**config.mk**
```make
export PLATFORM = sky130hd
export DESIGN_NAME = control_lectura_mem
export DESIGN_NICKNAME = d
export VERILOG_FILES = /design/src/rtl/ctrl_lectura_pkg.sv /design/src/rtl/control_lectura_mem.sv
export SDC_FILE = /design/constraint.sdc
export NUM_CORES = 1
export LEC_CHECK = 0
export CAP_MARGIN = 20
export CORE_ASPECT_RATIO = 0.9
export CORE_MARGIN = 4
export CORE_UTILIZATION = 30
export CTS_CLUSTER_SIZE = 12
export DETAILED_ROUTE_END_ITERATION = 7
export SETUP_SLACK_MARGIN = 0.2
export SYNTH_ARGS = -nofsm -noshare
export SYNTH_HDL_FRONTEND = slang
export SYNTH_SLANG_ARGS = --single-unit
export TNS_END_PERCENT = 5
```
**constraint.sdc**
```tcl
create_clock -name clk -period 3.1 [get_ports clk]
set_clock_uncertainty 0.2 [all_clocks]
set_input_delay 0.31 -clock clk [delete_from_list [all_inputs] [get_ports clk]]
set_output_delay 0.31 -clock clk [all_outputs]
set_load 0.02 [all_outputs]
```
**src/rtl/ctrl_lectura_pkg.sv**
```systemverilog
// ctrl_lectura_pkg
// Shared definitions for the memory read-fetch sequencer (control_lectura_mem).
// Contents:
//   state_t        FSM state encoding (3 bits)
//   WORD_BYTES     pixels (bytes) packed in one 32-bit memory word
//   IMG_W, IMG_H   default image size in pixels
//   NUM_WORDS_DEF  default number of memory words in one frame
package ctrl_lectura_pkg;

  // Fetch sequence per word: CHECK -> REQ -> WAIT_ACK -> SAVE -> HOLD
  typedef enum logic [2:0] {
    ST_IDLE     = 3'd0,
    ST_CHECK    = 3'd1,
    ST_REQ      = 3'd2,
    ST_WAIT_ACK = 3'd3,
    ST_SAVE     = 3'd4,
    ST_HOLD     = 3'd5
  } state_t;

  localparam int WORD_BYTES    = 4;
  localparam int IMG_W         = 128;
  localparam int IMG_H         = 128;
  localparam int NUM_WORDS_DEF = IMG_W * IMG_H / WORD_BYTES;

endpackage

```
**src/rtl/control_lectura_mem.sv**
```systemverilog
// control_lectura_mem
// Walks a contiguous block of NUM_WORDS 32-bit words starting at BASE_ADDR.
// Each word is fetched with a single-outstanding req/ack handshake, registered,
// and written into buffer_pixeles_mem with a one-cycle save_mem_data strobe,
// but only after the buffer has reported space_available.
//
// Ports:
//   clk, reset       system clock; synchronous active-high reset
//   start            one-cycle pulse, starts a frame when idle
//   mem_req/mem_addr memory read request (level) and word address
//   mem_ack          one-cycle acknowledge, mem_rdata valid in that cycle
//   mem_rdata        memory read data
//   space_available  buffer can accept one more word
//   save_mem_data    one-cycle write strobe to the buffer
//   memory_data      registered word presented to the buffer
//   busy             frame in progress
//   done             one-cycle pulse after the last word has been saved
//
// Build option:
//   CTRL_LECTURA_CONTINUO_EN  when defined, the frame restarts automatically
//                             after the last word (done still pulses, busy
//                             stays high) until reset.
module control_lectura_mem
  import ctrl_lectura_pkg::*;
#(
  parameter int                    ADDR_WIDTH = 18,
  parameter logic [ADDR_WIDTH-1:0] BASE_ADDR  = '0,
  parameter int                    NUM_WORDS  = NUM_WORDS_DEF
) (
  input  logic                  clk,
  input  logic                  reset,
  input  logic                  start,
  output logic                  mem_req,
  output logic [ADDR_WIDTH-1:0] mem_addr,
  input  logic                  mem_ack,
  input  logic [31:0]           mem_rdata,
  input  logic                  space_available,
  output logic                  save_mem_data,
  output logic [31:0]           memory_data,
  output logic                  busy,
  output logic                  done
);

  localparam int               CNT_W = $clog2(NUM_WORDS + 1);
  localparam logic [CNT_W-1:0] LAST  = CNT_W'(NUM_WORDS);

  state_t           state;
  state_t           state_next;
  logic [CNT_W-1:0] counter;
  logic             frame_end;

  // counter already holds the number of saved words when HOLD is reached
  assign frame_end = (counter == LAST);

  // The request and the write strobe are pure state decodes, so they never
  // depend combinationally on the memory or buffer inputs.
  assign mem_req       = (state == ST_REQ) || (state == ST_WAIT_ACK);
  assign save_mem_data = (state == ST_SAVE);

  // Next-state logic. HOLD deliberately ignores space_available: the buffer
  // needs that cycle to update its flag after the write we just issued.
  always_comb begin
    state_next = state;
    case (state)
      ST_IDLE:     if (start) state_next = ST_CHECK;
      ST_CHECK:    if (space_available) state_next = ST_REQ;
      ST_REQ:      state_next = ST_WAIT_ACK;
      ST_WAIT_ACK: if (mem_ack) state_next = ST_SAVE;
      ST_SAVE:     state_next = ST_HOLD;
      ST_HOLD: begin
        if (frame_end) begin
`ifdef CTRL_LECTURA_CONTINUO_EN
          state_next = ST_CHECK;
`else
          state_next = ST_IDLE;
`endif
        end else begin
          state_next = ST_CHECK;
        end
      end
      default:     state_next = ST_IDLE;
    endcase
  end

  // State register plus datapath: word counter, address, captured data and
  // the busy/done flags. mem_addr is kept equal to BASE_ADDR + counter
  // (modulo 2**ADDR_WIDTH) by stepping both together.
  always_ff @(posedge clk) begin
    if (reset) begin
      state       <= ST_IDLE;
      counter     <= '0;
      mem_addr    <= BASE_ADDR;
      memory_data <= '0;
      busy        <= 1'b0;
      done        <= 1'b0;
    end else begin
      state <= state_next;
      done  <= 1'b0;
      case (state)
        ST_IDLE: begin
          if (start) begin
            busy     <= 1'b1;
            counter  <= '0;
            mem_addr <= BASE_ADDR;
          end
        end
        ST_WAIT_ACK: begin
          if (mem_ack) memory_data <= mem_rdata;
        end
        ST_SAVE: begin
          counter  <= counter + CNT_W'(1);
          mem_addr <= mem_addr + ADDR_WIDTH'(1);
        end
        ST_HOLD: begin
          if (frame_end) begin
            done     <= 1'b1;
            counter  <= '0;
            mem_addr <= BASE_ADDR;
`ifndef CTRL_LECTURA_CONTINUO_EN
            busy     <= 1'b0;
`endif
          end
        end
        default: ;
      endcase
    end
  end

endmodule

```
==> flow_metrics.py, run 1 <==
metrics = {
    "finish": {
        "antenna_cells": 0,
        "n_fill_cell": 973,
        "final_util": 0.442,
        "fin_nets": 475,
        "drive_above_1_share": 0.111,
        "area_growth_pct": 41.2,
        "final_area_um2": 4360,
    },
    "synth": {
        "ys_seq_area_frac": 0.441,
        "async_flop_share": 0,
        "synth.ff_latch_count": 68,
        "yosysUniqueCellTypes": 45,
        "synth_top_family_by_area": "simple AND/OR/NAND/NOR gates",
        "syn_nets": 391,
        "synth_mux_area_frac": 0.00648,
        "netlist_area_um2": 3090,
        "ys.flop_type": "dfxtp_1",
        "yosys.area_share.simple": 0.241,
        "synth_edf_count": 0,
        "syn_inst": 351,
        "synth_compound_area_frac": 0.186,
        "synth-warning-count": 0,
        "syn_area_per_cell_um2": 8.80,
        "synthAdderAreaFrac": 0.0122,
        "synth_xor_area_frac": 0.0624,
    },
    "die": {
        "fp.dieW_um": 115,
        "core-area_um2": 9870,
        "ios": 91,
        "fp.dieH_um": 104,
        "start_util": 0.313,
        "core.rowCount": 34,
        "dieArea_um2": 12000,
    },
    "routing": {
        "wl_per_cell_um": 14.5,
        "dr.pass1.iters": 4,
        "num_vias": 2729,
        "vias_per_cell": 4.82,
        "drc": 0,
        "drt_iter0_drc": 125,
        "drt-total-wl_mm": 8.18,
        "ant_nets": 0,
    },
    "pwr": {
        "p_leak_nw": 1.37,
        "p_total_mw": 2.12,
        "p_per_area_nw_per_um2": 486,
        "ir_worst_vdd_mv": 0.276,
    },
    "clock_tree": {
        "cts-htree-levels": 3,
        "numCtsBuffers": 9,
        "cts_buffer_depth": 2,
        "clk_pin_slew_ns": 0.06,
        "cts_hold_buf": 0,
        "cts_root_buf": "clkbuf_16",
        "clk_latency_ns": 0.32,
        "cts_tree": "done",
        "post_cts_buffers": 0,
        "cts.sinks": 68,
        "cts-resized-gates": 0,
    },
    "sta": {
        "finalSetupViolCount": 0,
        "setup-tns-final_ns": 0,
        "tightest_slew_ns": 0.572,
        "min_period_ns": 2.58,
        "fin_crit_sh": 0.834,
        "fmax_mhz": 387,
        "finalHoldViolCount": 0,
        "slew_viol_final": 0,
        "setup_slack_ns": 0.516,
        "relSlewSlack": 0.619,
        "rsz0062_at_grt": "false",
    },
    "place": {
        "place_area_um2": 4070,
        "place_congestion": 0.753,
        "dp_slack_ns": 0.521,
        "dp_hpwl_mm": 5.77,
        "numPortBuffers": 90,
    },
    "worst_setup_path": {
        "r2r_start": "counter[0]",
        "startpoint_type": "flop",
        "crit_required_ns": 3.15,
        "crit_path_end_kind": "flop",
        "critPathKind": "flop to flop",
        "crit_fanout": 24,
        "crit_start": "counter[0]",
        "crit_arrival_ns": 2.63,
    },
    "job": {
        "drv_cap": 0,
    },
    "global_route": {
        "grt_first_pass_wirelength_mm": 13.9,
        "grt_pass1_vias": 2748,
        "grt_use_total": 0.141,
        "grt_overflow_total": 0,
        "antenna_found_initial": 0,
        "grt_max_degree": 33,
    },
    "hold_path": {
        "min_from": "memory_data[4]",
        "hp-class": "flop to flop",
    },
    "status": {
        "status": "complete, no violations",
    },
}
per-layer routing:
metal | GRT usage | part of all wire | up-vias
met3 | 0.0448 | 0.048 | 4
met1 | 0.188 | 0.47 | 1277
met4 | 0.0386 | 0.0065 | 0
met2 | 0.217 | 0.47 | 61
met5 | 0 | 0 | -
li1 | - | - | 1387
metrics by stage:
stage          hold slack, ns  instances
2_1_floorplan           0.246        351
3_3_place_gp            0.241        550
3_5_place_dp            0.248        550
4_1_cts                 0.255        566
5_1_grt                 0.278        566
6_report                0.253        566
worst max-delay path, cell delays in order (launching register included):
cell and delay [ns]:
dfxtp_1 0.35, inv_1 0.08, ha_1 0.15, nor4b_4 0.28, nand4_4 0.45, a211o_2 0.50, or3_1 0.35, a21oi_1 0.15
logic make-up (layout without fill, tap and decap cells):
group	Yosys count	count (layout)
xor gates and xnor gates	22	22
muxes	2	2
buffers and inverters	30	119
AOI/OAI and AO/OA	76	76
and+or+nand+nor	150	150
DFF	68	68
adders and majority gates	3	3
layout make-up:
| class | count | area [µm²] | area share |
|---|---|---|---|
| clock buffers | 10 | 229 | 0.0525 |
| inverters | 6 | 22.5 | 0.00517 |
| repair buffers | 97 | 953 | 0.219 |
| multi-input cells | 253 | 1570 | 0.360 |
| clock inverters | 6 | 65.1 | 0.0149 |
| well taps | 126 | 158 | 0.0362 |
| flip-flops and latches | 68 | 1360 | 0.312 |
path summary, 6_finish.rpt:
kind,slack (ns),cells after the start,endpoint
hold reg to reg,0.25,2,memory_data[4]
setup / recovery,0.52,7,mem_addr[17]
hold / removal,0.25,2,memory_data[4]
setup reg to reg,0.52,7,mem_addr[17]
registers in the layout (all words and copies together) (netlist names):
signal,count
memory_data,32
mem_addr,18
counter,13
state,3
busy,1
done,1
cell usage in the layout, fill, tap and decap left out, drive strengths merged:
| cell type | n |
|---|---|
| a311oi | 1 |
| a211oi | 4 |
| clkdlybuf4s50 | 90 |
| clkinv | 4 |
| a31oi | 1 |
| nand3 | 15 |
| or3 | 5 |
| nand2 | 77 |
| or4 | 1 |
| xnor2 | 21 |
| a41o | 1 |
| a21oi | 43 |
| a22oi | 1 |
| and4 | 5 |
| ha | 3 |
| and4bb | 1 |
| nor4b | 2 |
| or2 | 1 |
| bufinv | 1 |
| mux2i | 2 |
| a2111oi | 14 |
| dfxtp | 68 |
| nor3 | 3 |
| nor2 | 30 |
| a211o | 2 |
| a22o | 1 |
| xor2 | 1 |
| clkinvlp | 1 |
| and2 | 1 |
| a21o | 3 |
| buf | 7 |
| inv | 6 |
| o21ai | 5 |
| nand4 | 5 |
| nor2b | 2 |
| clkbuf | 10 |
| and3 | 2 |
power breakdown:
group	switching, mW	internal (mW)
combinational	0.112	0.100
sequential	0.0174	0.888
clock	0.379	0.622
Yosys cell counts (3+ instances only):
master / n / area [µm²]
buf_6: 4 / 45.0
inv_1: 6 / 22.5
a2111oi_2: 12 / 180
o21ai_0: 5 / 25.0
xnor2_1: 21 / 184
ha_1: 3 / 37.5
dfxtp_1: 68 / 1360
and4_1: 5 / 43.8
nor2_2: 5 / 31.3
buf_2: 5 / 25.0
clkbuf_1: 12 / 45.0
a211oi_1: 4 / 30.0
a21oi_1: 42 / 210
nand3_1: 15 / 75.1
nor2_1: 25 / 93.8
or3_1: 5 / 31.3
nand2_1: 76 / 285
nand4_1: 4 / 25.0
(Power assumes the default switching activity.)
==> inputs of run 2 (changes only) <==
==> constraint.sdc (replaced) <==
create_clock -name clk -period 2.45 [get_ports clk]
set_clock_uncertainty 0.2 [all_clocks]
set_input_delay 0.245 -clock clk [delete_from_list [all_inputs] [get_ports clk]]
set_output_delay 0.245 -clock clk [all_outputs]
set_load 0.02 [all_outputs]
==> run 2 against run 1 <==
Wire length grew 3.9%. Die area is the same. Largest power group unchanged. Largest cell class unchanged. First-iteration DRC count shrank 7.2%. Sequential power grew 26%. Global-route usage grew 0.42 points. Final cell count grew 2.5%. Non-clock buffer count grew 14. Fmax grew 17%. Sequential cell count is the same. Highest routed layer unchanged. Via count grew 2.1%. Combinational power grew 43%.
==> flow_metrics.py, run 2 (same netlist as run 1, synthesis figures left out) <==
metrics = {
    "status": {
        "status": "complete, no violations",
    },
    "clock_tree": {
        "cts-htree-levels": 3,
        "cts_root_buf": "clkbuf_16",
        "numCtsBuffers": 9,
        "cts_hold_buf": 0,
        "clk_pin_slew_ns": 0.06,
        "cts_tree": "done",
        "cts_buffer_depth": 2,
        "clk_latency_ns": 0.32,
        "cts.sinks": 68,
    },
    "global_route": {
        "grt_max_degree": 33,
        "grt_use_total": 0.145,
        "grt_pass1_vias": 2692,
        "grt_overflow_total": 0,
        "antenna_found_initial": 0,
        "grt_first_pass_wirelength_mm": 13.9,
    },
    "routing": {
        "vias_per_cell": 4.81,
        "drc": 0,
        "wl_per_cell_um": 14.7,
        "drt_iter0_drc": 116,
        "dr.pass1.iters": 4,
        "drt-total-wl_mm": 8.50,
        "ant_nets": 0,
        "num_vias": 2787,
    },
    "sta": {
        "tightest_slew_ns": 0.504,
        "slew_viol_final": 0,
        "fin_crit_sh": 0.901,
        "finalHoldViolCount": 0,
        "finalSetupViolCount": 0,
        "hold_slack_ns": 0.253,
        "fmax_mhz": 453,
        "relSlewSlack": 0.655,
        "min_period_ns": 2.21,
        "setup-tns-final_ns": 0,
        "rsz0062_at_grt": "true",
    },
    "worst_setup_path": {
        "crit_path_end_kind": "flop",
        "startpoint_type": "flop",
        "r2r_start": "counter[1]",
        "crit_arrival_ns": 2.21,
        "ff2ff_setup_slack_ns": 0.24,
        "crit_fanout": 7,
        "crit_required_ns": 2.46,
        "rr_worst_depth": 8,
        "critPathKind": "flop to flop",
        "r2r-end": "counter[10]",
    },
    "job": {
        "drv_cap": 0,
    },
    "pwr": {
        "ir_worst_vdd_mv": 0.307,
        "p_per_area_nw_per_um2": 574,
        "p_leak_nw": 1.46,
        "p_total_mw": 2.60,
    },
    "die": {
        "ios": 91,
        "start_util": 0.313,
        "fp.dieH_um": 104,
        "fp.dieW_um": 115,
        "core.rowCount": 34,
        "dieArea_um2": 12000,
        "core-area_um2": 9870,
    },
    "finish": {
        "reg_top3": "memory_data: 32 flops, mem_addr: 18 flops, counter: 13 flops",
        "final_common_cell": "clkdlybuf4s50_1",
        "stdcell_count": 580,
        "drive_above_1_share": 0.143,
        "fin_nets": 489,
        "largest_register_ffs": 32,
        "largest_register": "memory_data",
        "final_area_um2": 4540,
        "antenna_cells": 0,
        "area_growth_pct": 46.9,
        "layout_common_cells": "89 x clkdlybuf4s50_1, 76 x nand2_1, 67 x dfxtp_1",
    },
    "place": {
        "place_area_um2": 4170,
        "dp_hpwl_mm": 5.92,
        "numPortBuffers": 90,
        "dp_cells": 561,
        "place_congestion": 0.785,
    },
    "hold_path": {
        "hold_end": "memory_data[27]",
        "hp-class": "flop to flop",
        "min_from": "memory_data[27]",
        "holdPathStages": 2,
    },
}
==> run 2: cell types whose count changed in the layout (fill, tap and decap cells not counted), moves of 2 or more <==
cell / previous run / this run
a2111oi_2: 12 / 8
a2111oi_4: 1 / 5
buf_12: 0 / 2
buf_4: 7 / 17
clkinv_2: 2 / 4
==> run 2: report_power, final <==
group	internal, mW	switching [mW]	total (mW)
clock network	0.678	0.483	1.16
registers	1.12	0.0140	1.14
logic	0.146	0.157	0.303
==> run 2: cell type report <==
type | count | area, µm²
clock inverters | 7 | 43.8
repair buffers | 111 | 1100
clock buffers | 9 | 225
multi-input cells | 253 | 1630
fillers | 954 | 5330
well taps | 126 | 158
inverters | 6 | 22.5
flip-flops and latches | 68 | 1360
==> run 2: what timing repair did <==
item                                    CTS  global route
buffers inserted                          2             1
gates resized for setup                   2             8
endpoints found under the setup margin   27            31
pin swaps                                 1             1
==> run 2: metrics by stage <==
step / utilization / setup slack, ns
after floorplan: - / 0.386
after global placement: 0.423 / 0.140
after detailed placement: 0.423 / 0.0752
after CTS: 0.452 / 0.188
after global routing: 0.460 / 0.130
final: 0.460 / 0.242
==> run 2: routing by layer <==
metal | track usage | part of all wire
met1 | 0.199 | 0.47
met3 | 0.0477 | 0.052
met2 | 0.217 | 0.47
met5 | 0 | 0
met4 | 0.0377 | 0.0073
==> run 2: worst max path at each step <==
| stage | endpoint | slack (ns) | startpoint | cells past startpoint |
|---|---|---|---|---|
| floorplan | mem_addr[17] | 0.39 | mem_addr[2] | 5 |
| global placement | mem_addr[10] | 0.14 | counter[0] | 8 |
| detailed placement | mem_addr[12] | 0.08 | counter[0] | 8 |
| CTS | counter[6] | 0.19 | counter[0] | 8 |
| global route | mem_addr[11] | 0.13 | counter[1] | 8 |
| finish | counter[10] | 0.24 | counter[1] | 8 |
==> run 2: worst max-delay path: stages, from the launching register on <==
cell	delay [ns]
dfxtp_1	0.34
inv_1	0.07
ha_1	0.14
nor4b_4	0.26
nand4_4	0.21
buf_4	0.22
a2111oi_2	0.41
xnor2_1	0.19
nor2_2	0.04
==> inputs of run 3 (changes only) <==
--- a/config.mk
+++ b/config.mk
@@ -9,9 +9,10 @@
 export CORE_ASPECT_RATIO = 0.9
 export CORE_MARGIN = 4
 export CORE_UTILIZATION = 30
+export CTS_CLUSTER_DIAMETER = 30
 export CTS_CLUSTER_SIZE = 12
 export DETAILED_ROUTE_END_ITERATION = 7
-export SETUP_SLACK_MARGIN = 0.2
+export SETUP_SLACK_MARGIN = 0.3
 export SYNTH_ARGS = -nofsm -noshare
 export SYNTH_HDL_FRONTEND = slang
 export SYNTH_SLANG_ARGS = --single-unit
==> run 3 against run 2 <==
Total power up 0.83%. Via count up 1.1%. Critical path depth unchanged. Register-to-register slack better by 0.04 ns. Final area up 3.8%. Worst setup slack better by 0.036 ns. Fmax up 1.7%. Sequential share of layout area down 1.0 points. Largest power group unchanged. Clock power about the same. Die area unchanged. Non-clock buffer count up 4. Highest routed layer unchanged. Final cell count up 0.69%. Largest cell class unchanged.
==> flow_metrics.py, run 3 (same netlist as run 1, synthesis figures left out) <==
metrics = {
    "routing": {
        "drt-total-wl_mm": 8.78,
        "drc": 0,
        "drt_iter0_drc": 111,
        "num_vias": 2817,
        "dr.pass1.iters": 4,
        "vias_per_cell": 4.82,
        "ant_nets": 0,
        "wl_per_cell_um": 15.0,
    },
    "die": {
        "dieArea_um2": 12000,
        "core.rowCount": 34,
        "fp.dieH_um": 104,
        "fp.dieW_um": 115,
        "core-area_um2": 9870,
        "ios": 91,
        "start_util": 0.313,
    },
    "worst_setup_path": {
        "crit_required_ns": 2.51,
        "critical_path.cell_chain": "inv_2 > ha_4 > nor4b_4 > nand4_4 > buf_12 > a211o_4 > or3_4 > a21oi_2",
        "critical_path.top_delay_family": "simple AND/OR/NAND/NOR gates",
        "crit_arrival_ns": 2.23,
        "path_buf_inv": 2,
        "cp_slowest_stage_delay_ns": 0.37,
        "critPathKind": "flop to flop",
        "slowest_stage": "or3_4",
        "startpoint_type": "flop",
        "crit_path_end_kind": "flop",
        "crit_fanout": 7,
    },
    "finish": {
        "layout_common_cells": "89 x clkdlybuf4s50_1, 76 x nand2_1, 66 x dfxtp_1",
        "fin_nets": 493,
        "reg_top3": "memory_data: 32 flops, mem_addr: 18 flops, counter: 13 flops",
        "drive_above_1_share": 0.164,
        "largest_register": "memory_data",
        "area_growth_pct": 52.4,
        "largest_register_ffs": 32,
        "final_util": 0.477,
        "n_fill_cell": 932,
        "final_common_cell": "clkdlybuf4s50_1",
        "antenna_cells": 0,
    },
    "clock_tree": {
        "clk_pin_slew_ns": 0.06,
        "clk_latency_ns": 0.32,
        "cts.sinks": 68,
        "cts_hold_buf": 0,
        "numCtsBuffers": 9,
        "cts-htree-levels": 3,
        "cts_root_buf": "clkbuf_16",
        "cts_buffer_depth": 2,
        "cts_tree": "done",
    },
    "status": {
        "status": "complete, no violations",
    },
    "global_route": {
        "grt_max_degree": 33,
        "grtUsageMet1": 0.200,
        "use_met2": 0.217,
        "busiest_layer": "met2",
        "antenna_found_initial": 0,
        "grt_pass1_vias": 2696,
        "grt_first_pass_wirelength_mm": 14.0,
        "grt_overflow_total": 0,
        "grt_use_met3": 0.0477,
        "grt_use_total": 0.145,
    },
    "pwr": {
        "p_per_area_nw_per_um2": 557,
        "p_leak_nw": 1.50,
        "ir_worst_vdd_mv": 0.308,
    },
    "sta": {
        "min_period_ns": 2.17,
        "relSlewSlack": 0.703,
        "rsz0062_at_grt": "true",
        "fin_crit_sh": 0.886,
        "tightest_slew_ns": 0.445,
        "finalHoldViolCount": 0,
        "finalSetupViolCount": 0,
        "fmax_mhz": 460,
        "slew_viol_final": 0,
        "setup-tns-final_ns": 0,
        "hold_slack_ns": 0.253,
    },
    "hold_path": {
        "hp-class": "flop to flop",
    },
    "place": {
        "numPortBuffers": 90,
        "dp_hpwl_mm": 5.92,
        "place_congestion": 0.785,
    },
    "job": {
        "drv_cap": 0,
    },
}
==> run 3: changes by cell type in the layout (fill, tap and decap cells not counted), moves of 2 or more <==
cell | before | now
a2111oi_2 | 8 | 3
a2111oi_4 | 5 | 10
buf_12 | 2 | 4
buf_6 | 1 | 3
inv_1 | 6 | 4
inv_2 | 0 | 2
==> run 3: area by class of cell <==
class | instances | area (µm²) | share of cell area
clock buffers | 9 | 225 | 0.0479
well taps | 126 | 158 | 0.0335
repair buffers | 115 | 1170 | 0.248
flip-flops and latches | 68 | 1370 | 0.290
multi-input cells | 253 | 1720 | 0.366
inverters | 6 | 22.5 | 0.00479
clock inverters | 7 | 43.8 | 0.00931
==> run 3: report_power, final <==
| group | internal, mW | switching, mW | total, mW |
|---|---|---|---|
| logic | 0.154 | 0.168 | 0.322 |
| registers | 1.12 | 0.0137 | 1.14 |
| clock network | 0.678 | 0.485 | 1.16 |
==> run 3: repair_timing <==
item                                    in CTS  in global routing
resized for setup                            6                 23
buffers inserted                             2                  4
cloned                                       0                  1
endpoints found under the setup margin      31                 31
pin swaps                                    1                 15
==> run 3: per-layer routing <==
layer | routed length, µm | vias up
met5 | 0 | -
met4 | 59 | 0
met3 | 421 | 4
met2 | 4170 | 59
met1 | 4130 | 1341
li1 | - | 1413
==> run 3: through the flow <==
step                instance area [µm²]  cells  setup slack (ns)  total power, mW
finish                             4710    584             0.278             2.62
global route                       4710    584             0.198             2.75
CTS                                4470    579             0.234             2.64
detailed placement                 4170    561            0.0752             1.46
global placement                   4170    561             0.140             1.46
floorplan                          3090    351             0.386             1.32
==> run 3: final timing paths <==
check / start / endpoint / slack, ns / cells after the start
max: counter[0] / mem_addr[17] / 0.28 / 8
min: memory_data[27] / memory_data[27] / 0.25 / 2
max reg2reg: counter[0] / mem_addr[17] / 0.28 / 8
min reg2reg: memory_data[27] / memory_data[27] / 0.25 / 2
==> run 3: worst min-delay path, delay by kind of cell, from the launching register on <==
| kind | cells | cell delay [ns] |
|---|---|---|
| AND/OR/NAND/NOR | 1 | 0.05 |
| AO/OA/AOI/OAI | 1 | 0.05 |
| flip-flops | 1 | 0.30 |
